## config.mk

```make
export PLATFORM = sky130hd
export DESIGN_NAME = jk_serial_tx_flat
export DESIGN_NICKNAME = d
export VERILOG_FILES = /design/src/rtl/jk_serial_tx_if.sv /design/src/rtl/jk_serial_tx.sv /design/src/flat_wrapper.sv
export SDC_FILE = /design/constraint.sdc
export NUM_CORES = 1
export LEC_CHECK = 0
export ABC_AREA = 0
export CORE_AREA = 2 2 39 41
export CTS_CLUSTER_SIZE = 30
export DETAILED_ROUTE_END_ITERATION = 10
export DIE_AREA = 0 0 41 43
export PLACE_DENSITY_LB_ADDON = 0.08
export SYNTH_ARGS = -nofsm -noshare
export SYNTH_HDL_FRONTEND = slang
export SYNTH_HIERARCHICAL = 1
export SYNTH_SLANG_ARGS = --single-unit
```

## constraint.sdc

```tcl
create_clock -name clk -period 1.7 [get_ports clk]
set_clock_uncertainty 0.05 [all_clocks]
set_input_delay 0.34 -clock clk [delete_from_list [all_inputs] [get_ports clk]]
set_output_delay 0.34 -clock clk [all_outputs]
set_load 0.01 [all_outputs]
```

## src/rtl/jk_serial_tx_if.sv

```systemverilog
// Transmit-side bundle for jk_serial_tx: word handshake plus serial line and frame status.
// Handshake: a word transfers on a posedge where tx_valid and tx_ready are both 1; the master
// holds tx_data stable with tx_valid, and the slave ignores both whenever tx_ready is 0.
interface jk_serial_tx_if;
  logic       tx_valid;
  logic [3:0] tx_data;
  logic       tx_ready;
  logic       c;
  logic       busy;
  logic       done;

  modport master (
    output tx_valid,
    output tx_data,
    input  tx_ready,
    input  c,
    input  busy,
    input  done
  );

  modport slave (
    input  tx_valid,
    input  tx_data,
    output tx_ready,
    output c,
    output busy,
    output done
  );
endinterface

```

## src/rtl/jk_serial_tx.sv

```systemverilog
// Serializes a 4-bit word into a START / D0..D3 / [PARITY] / STOP frame on line c.
// The FSM state register is made of JK flip-flops with asynchronous active-low clear.
module jk_serial_tx_jkff (
  input  logic clk,
  input  logic rst,
  input  logic j,
  input  logic k,
  output logic q
);
  always_ff @(posedge clk or negedge rst) begin
    if (!rst) begin
      q <= 1'b0;
    end else begin
      case ({j, k})
        2'b01:   q <= 1'b0;
        2'b10:   q <= 1'b1;
        2'b11:   q <= ~q;
        default: q <= q;
      endcase
    end
  end
endmodule

module jk_serial_tx #(
  parameter int PARITY_EN = 1
) (
  input  logic            clk,
  input  logic            rst,
  jk_serial_tx_if.slave   bus,
  output logic [2:0]      state_dbg
);
  typedef enum logic [2:0] {
    IDLE   = 3'd0,
    START  = 3'd1,
    DATA   = 3'd2,
    PARITY = 3'd3,
    STOP   = 3'd4
  } state_t;

  state_t     state;
  state_t     state_next;
  logic [2:0] state_bits;
  logic [2:0] next_bits;
  logic [1:0] idx;
  logic [3:0] hold;
  logic       tx_ready;
  logic       accept;

  assign state     = state_t'(state_bits);
  assign next_bits = state_next;
  assign state_dbg = state_bits;

  // Each JK cell is steered to the next-state bit: set when it must rise, clear when it must fall.
  for (genvar i = 0; i < 3; i++) begin : g_state_jk
    jk_serial_tx_jkff u_jk (
      .clk (clk),
      .rst (rst),
      .j   (next_bits[i] & ~state_bits[i]),
      .k   (~next_bits[i] & state_bits[i]),
      .q   (state_bits[i])
    );
  end

  assign tx_ready = (state == IDLE) || (state == STOP);
  assign accept   = bus.tx_valid && tx_ready;

  always_comb begin
    state_next = IDLE;
    case (state)
      IDLE:    state_next = accept ? START : IDLE;
      START:   state_next = DATA;
      DATA: begin
        if (idx == 2'd3) state_next = (PARITY_EN != 0) ? PARITY : STOP;
        else             state_next = DATA;
      end
      PARITY:  state_next = STOP;
      STOP:    state_next = accept ? START : IDLE;
      default: state_next = IDLE;
    endcase
  end

  always_ff @(posedge clk or negedge rst) begin
    if (!rst) begin
      idx  <= 2'd0;
      hold <= 4'd0;
    end else begin
      if (accept) hold <= bus.tx_data;
      if (state == DATA) idx <= idx + 2'd1;
      else               idx <= 2'd0;
    end
  end

  // Line and status decode only from registered state, index and holding register.
  always_comb begin
    bus.c        = 1'b0;
    bus.busy     = (state != IDLE);
    bus.done     = (state == STOP);
    bus.tx_ready = tx_ready;
    case (state)
      START:   bus.c = 1'b1;
      DATA:    bus.c = hold[idx];
      PARITY:  bus.c = ^hold;
      default: bus.c = 1'b0;
    endcase
  end
endmodule

```

## src/flat_wrapper.sv

```systemverilog
// flat-port wrapper written by rule: the top's interface ports become plain ports
module jk_serial_tx_flat 
#(
  parameter int PARITY_EN = 1
)
  (clk, rst, state_dbg, bus_tx_valid, bus_tx_data, bus_tx_ready, bus_c, bus_busy, bus_done);
  jk_serial_tx_if bus_i ();
  input  logic clk;
  input  logic rst;
  output logic [2:0] state_dbg;
  input wire logic [$bits(bus_i.tx_valid)-1:0] bus_tx_valid;
  input wire logic [$bits(bus_i.tx_data)-1:0] bus_tx_data;
  output wire logic [$bits(bus_i.tx_ready)-1:0] bus_tx_ready;
  output wire logic [$bits(bus_i.c)-1:0] bus_c;
  output wire logic [$bits(bus_i.busy)-1:0] bus_busy;
  output wire logic [$bits(bus_i.done)-1:0] bus_done;
  assign bus_i.tx_valid = bus_tx_valid;
  assign bus_i.tx_data = bus_tx_data;
  assign bus_tx_ready = bus_i.tx_ready;
  assign bus_c = bus_i.c;
  assign bus_busy = bus_i.busy;
  assign bus_done = bus_i.done;
  jk_serial_tx #(.PARITY_EN(PARITY_EN)) u_core (.clk(clk), .rst(rst), .bus(bus_i), .state_dbg(state_dbg));
endmodule
```

==> results.md, run 1 <==
* NetSw at 531 uW
* Fillers at 128
* Total GRT Usage at 0.155
* Hold Path Class: in2async
* Via count at 412
* Initial antenna violation count at 0
* Clk root buf: clkbuf_4
* Combinational share of power at 0.640
* H-tree levels at 1
* DIE HEIGHT at 43 um
* Row count at 14
* PnR worst setup slack at -0.169 ns
* WP buf/inv at 1
* I/O pins at 14
* Multi-input logic area at 243 sq um
* Status: finished with violations
* Slowest cell delay on critical path at 0.50 ns
* Register Area at 225 sq um
* 1st-pass router iterations at 3
* Power Dens Cells at 2010 mW/mm^2
* Most frequent cells in the layout: buf_4 (17), dfrtp_1 (9), clkdlybuf4s50_1 (6)
* First-pass GRT wire length at 1.79 mm
* GR Overflow Total at 0
* Vias in the first global route at 423
* Synthesized cell area at 479 sq um
* Final period util at 1.10
* Cts bufs inserted at 3
* Area grow syn2layout at 58.5%
* Critical path type: reg2out
* Die area at 0.00176 sq mm
* Fmax at 535 MHz
* Pint at 996 uW
* Final HPWL DP at 865 um
* DRC at 0
* ANT nets after route at 0
* Main combinational cell family by area after synthesis: simple AND/OR/NAND/NOR gates
* Worst-path clk slew at 0.06 ns
* Setup TNS at -0.169 ns
* Clock period minus worst slack at 1.87 ns
* CP required at 1.31 ns
* Net Count, Synth at 51
* Post-synthesis xor/xnor area fraction at 0.0548
* Post-synthesis mux area share at 0.172
* Post-Synthesis Cells at 43
* RSZ-0062 raised after global routing: true
* Clock Sinks at 9
* Vias per cell at 4.53
* Endpoints failing setup at 1
* Max cap viols at 0
* Commonest non-fill, non-tap cell in the layout: buf_4
* PortBufs at 13
* Slowest cell on the critical path: mux4_2
* Startpoint types: register
* Dpl ws at -0.275 ns
* Crit end category: output port
* WL final at 1.07 mm
* Switching portion of total power at 0.348
* Worst r2r src: u_core/g_state_jk[0].u_jk/q
* Final Hold Viols at 0
* Starting Density at 0.346
* Failing checks: setup timing
* Crit path from: u_core/idx[1]
* Seq pwr share at 0.256
* Final net count at 84
* Routability cong. at 0.706
* Mean Syn Cell Area at 11.1 sq um
* Largest net degree at the start of global routing at 10
* Slew Viols, Final at 0
* Worst vdd ir at 866 uV
* Core area at 0.00138 sq mm
* Data arrival, critical path at 1.48 ns
* Yosys cell types at 19
* Adder-cell share of the synthesized area at 0.0261
* Clock power share at 0.104
* YS warnings at 6
* Die X at 41 um
* Register area share after synthesis at 0.470
* Crit-path max FO at 2
* N_diodes at 0
* Crit-path cells: mux4_2, a31oi_1, o21ai_1, buf_2
* Worst Tran Pin Value at 0.402 ns
* Pleak at 0.391 nW
* Slew Limit Headroom at 0.731
* Simple-Gate Fraction of Synth Area at 0.188
* Synth Area in Compound Gates at 0.0653
* Share of cells above drive strength 1 at 0.413
* CTS tree: done
* Clock Latency Late Sink at 0.25 ns
* Clk buf depth at 2
* Critical path's top delay family: multiplexers
* WL per Instance at 11.8 um
* Starting DRC count in detailed routing at 7
* Seq cells post-synth at 9
* CTS Hold Bufs at 0
-- flip-flops by register name (all words and copies together), names as in the netlist --
signal,count
u_core/g_state_jk.u_jk/q,3
u_core/hold,4
u_core/idx,2
-- synthesized netlist by cell type --
cell / count / area [sq um]
mux4_2: 1 / 22.5
ha_1: 1 / 12.5
inv_1: 1 / 3.75
nor2_1: 5 / 18.8
or3_1: 1 / 6.26
xnor2_1: 3 / 26.3
nor2_2: 1 / 6.26
o21ai_1: 1 / 5.00
a31oi_1: 1 / 6.26
nor3b_1: 2 / 15.0
nor2b_1: 3 / 18.8
and2_1: 1 / 6.26
clkbuf_1: 2 / 7.51
and3_1: 1 / 6.26
and2_4: 1 / 8.76
dfrtp_1: 9 / 225
a21oi_1: 4 / 20.0
nand2_1: 1 / 3.75
mux2_4: 4 / 60.1
-- path summary, 6_finish.rpt --
path	endpoint	cells past startpoint	slack, ns
min in group clk	u_core/idx[0]	1	0.44
setup reg to reg	u_core/hold[3]	7	0.10
setup / recovery	bus_c	4	-0.17
hold / removal	u_core/g_state_jk[1].u_jk/q	1	0.33
hold reg to reg	u_core/idx[0]	1	0.44
max in group asynchronous	u_core/hold[3]	1	0.99
-- power groups by stage --
stage	clock [mW]	combinational [mW]	sequential, mW
finish	0.159	0.976	0.391
global route	0.186	1.07	0.407
CTS	0.167	0.982	0.395
detailed placement	0	1.00	0.405
global placement	0	0.972	0.401
floorplan	0	0.430	0.454
-- cell type report --
type,instances,area share
well taps,16,0.0264
repair buffers,30,0.318
clock buffers,4,0.0346
inverters,1,0.00494
multi-input cells,31,0.320
flip-flops and latches,9,0.297
-- cell families (layout without fill, tap and decap cells) --
logic type,count (synthesis),after routing
AND/OR/NAND/NOR,16,16
flip-flops,9,9
AO/OA/AOI/OAI,6,6
multiplexers,5,5
XOR/XNOR,3,3
buffers and inverters,3,35
adder cells (fa/ha/maj),1,1
-- metal layers --
metal	vias up	global-route usage	share of wire	wire length [um]
met2	12	0.266	0.58	627
met4	0	0.0600	0	0
met5	-	0	0	0
met3	0	0.0471	0.053	57
met1	190	0.166	0.36	388
li1	210	-	-	-
-- per-stage QoR --
step / utilization / instances / cell area [sq um] / hold WS [ns] / power, mW
finish: 0.549 / 91 / 759 / 0.330 / 1.53
global route: 0.549 / 91 / 759 / 0.353 / 1.67
CTS: 0.545 / 90 / 754 / 0.330 / 1.54
detailed placement: 0.525 / 84 / 727 / 0.436 / 1.41
global placement: 0.525 / 84 / 727 / 0.432 / 1.37
floorplan: - / 43 / 479 / -0.00559 / 0.884
-- timing repair --
action,in CTS,in global routing
endpoints found under the setup margin,7,6
buffers inserted,2,1
pin swaps,1,0
gates resized for setup,11,7
Power figures use the tool's default switching activity.
==> run 2, diff against run 1 <==
--- a/config.mk
+++ b/config.mk
@@ -10,6 +10,7 @@
 export CTS_CLUSTER_SIZE = 30
 export DETAILED_ROUTE_END_ITERATION = 10
 export DIE_AREA = 0 0 41 43
+export GPL_TIMING_DRIVEN = 0
 export PLACE_DENSITY_LB_ADDON = 0.08
 export SYNTH_ARGS = -nofsm -noshare
 export SYNTH_HDL_FRONTEND = slang
==> run 2 against run 1 <==
Effect of this change:
- the run still ends with setup timing left
- final cell count fell by 11%
- critical path depth is the same
- non-clock buffer count is 10 lower
- via count shrank 4.6%
- core utilization is 5.2 points lower
- maximum frequency down 0.15%
- clock power decreased by 4%
- critical path type unchanged
- critical endpoint unchanged
- largest power group unchanged
- highest routed layer is now met4
==> results.md, run 2 (synthesized netlist as in run 1, its figures left out) <==
* Status: finished with violations
* Failing checks: setup timing
* Crit end category: output port
* Final core utilization at 0.496
* Slew Limit Headroom at 0.734
* Worst hold slack at 0.331 ns
* Crit-path cells: mux4_2, a31oi_1, o21ai_1, buf_2
* Area grow syn2layout at 43.3%
* Pleak at 0.321 nW
* Slowest cell on the critical path: mux4_2
* CP required at 1.31 ns
* Worst Tran Pin Value at 0.398 ns
* DIE HEIGHT at 43 um
* Worst-path clk slew at 0.06 ns
* Fillers at 126
* Clock Latency Late Sink at 0.25 ns
* Largest registers: u_core/hold: 4 flops, u_core/g_state_jk.u_jk/q: 3 flops, u_core/idx: 2 flops
* PnR worst setup slack at -0.172 ns
* Data arrival, critical path at 1.48 ns
* Largest net degree at the start of global routing at 11
* Critical path type: reg2out
* Starting DRC count in detailed routing at 3
* WL per Instance at 11.4 um
* Reg2reg setup slack at 0.36 ns
* Slew Viols, Final at 0
* Initial antenna violation count at 0
* Vias per cell at 4.85
* Final net count at 74
* WL final at 927 um
* GR Overflow Total at 0
* H-tree levels at 1
* CTS tree: done
* Core area at 0.00138 sq mm
* I/O pins at 14
* Clk buf depth at 2
* Worst Reg-to-Reg Cells at 4
* 1st-pass router iterations at 2
* Overall power at 1.36 mW
* Final Hold Viols at 0
* Via count at 393
* Row count at 14
* Most frequent cells in the layout: clkdlybuf4s50_1 (8), dfrtp_1 (6), nor2_1 (5)
* Die area at 0.00176 sq mm
* Max cap viols at 0
* Final period util at 1.10
* Cts bufs inserted at 3
* Hold Path Class: in2async
* Placed Area at 629 sq um
* Die X at 41 um
* Endpoints failing setup at 1
* PortBufs at 13
* Share of cells above drive strength 1 at 0.323
* Clk root buf: clkbuf_4
* Startpoint types: register
* CTS Hold Bufs at 0
* Slowest cell delay on critical path at 0.51 ns
* First-pass GRT wire length at 1.59 mm
* Fmax at 534 MHz
* Power Dens Cells at 1980 mW/mm^2
* Crit-path max FO at 2
* Dpl ws at -0.295 ns
* Clock period minus worst slack at 1.87 ns
* Final instance area at 687 sq um
* Starting Density at 0.346
* ANT nets after route at 0
* Top reg by flops: u_core/hold
* Clock Sinks at 9
* N_diodes at 0
* Vias in the first global route at 378
* RSZ-0062 raised after global routing: true
* Routability cong. at 0.714
* Worst vdd ir at 849 uV
* Final HPWL DP at 667 um
* DRC at 0
* Max reg flops at 4
* Total GRT Usage at 0.141
* Commonest non-fill, non-tap cell in the layout: clkdlybuf4s50_1
==> run 2: cell count changes in the layout (fill, tap and decap cells not counted), sizes merged <==
cell and change:
buf -13, clkbuf +2, clkdlybuf4s50 +2, dlymetal6s2s -1
==> run 2: worst max-delay path: cells and delay by family, from the launching register on <==
family	cells	cell delay [ns]
DFF	1	0.38
AOI/OAI and AO/OA	2	0.21
muxes	1	0.51
buffers and inverters	1	0.14
==> run 2: final cells by class <==
class / count / area (sq um) / area share
plain buffers: 2 / 7.51 / 0.0109
clock buffers: 4 / 26.3 / 0.0383
multi-input cells: 31 / 243 / 0.353
flip-flops and latches: 9 / 229 / 0.333
inverters: 1 / 3.75 / 0.00546
repair buffers: 18 / 158 / 0.230
well taps: 16 / 20.0 / 0.0291
==> run 2: where the power goes <==
group          internal (mW)  switching [mW]  total [mW]  leakage, nW
sequential             0.324           0.100       0.424        0.107
combinational          0.462           0.318       0.780        0.198
clock                 0.0897          0.0636       0.153       0.0150
total                  0.875           0.482        1.36        0.321
==> run 2: worst paths after layout <==
| path | startpoint | endpoint |
|---|---|---|
| worst max-delay path | u_core/idx[1] | bus_c |
| worst min register to register | u_core/idx[0] | u_core/idx[0] |
| worst min-delay path | rst | u_core/hold[0] |
| min in group clk | u_core/idx[0] | u_core/idx[0] |
| max in group asynchronous | rst | u_core/g_state_jk[0].u_jk/q |
| worst max register to register | u_core/g_state_jk[0].u_jk/q | u_core/hold[3] |
==> run 2: stage by stage <==
step                      setup TNS, ns  cells
final                            -0.172     81
after global routing             -0.291     81
after CTS                        -0.212     79
after detailed placement         -0.309     72
after global placement           -0.295     72
after floorplan                       0     43
==> run 2: what timing repair did <==
item | in CTS | in global routing
endpoints found under the setup margin | 6 | 4
resized for setup | 13 | 4
buffers inserted | 3 | 2
cloned | 0 | 0
pin swaps | 1 | 0
==> run 2: routing by layer <==
layer,track usage,vias to the layer above,share of wire
met4,0.120,0,0.013
met3,0.0157,2,0.060
met5,0,-,0
met1,0.164,188,0.41
li1,-,191,-
met2,0.216,12,0.52
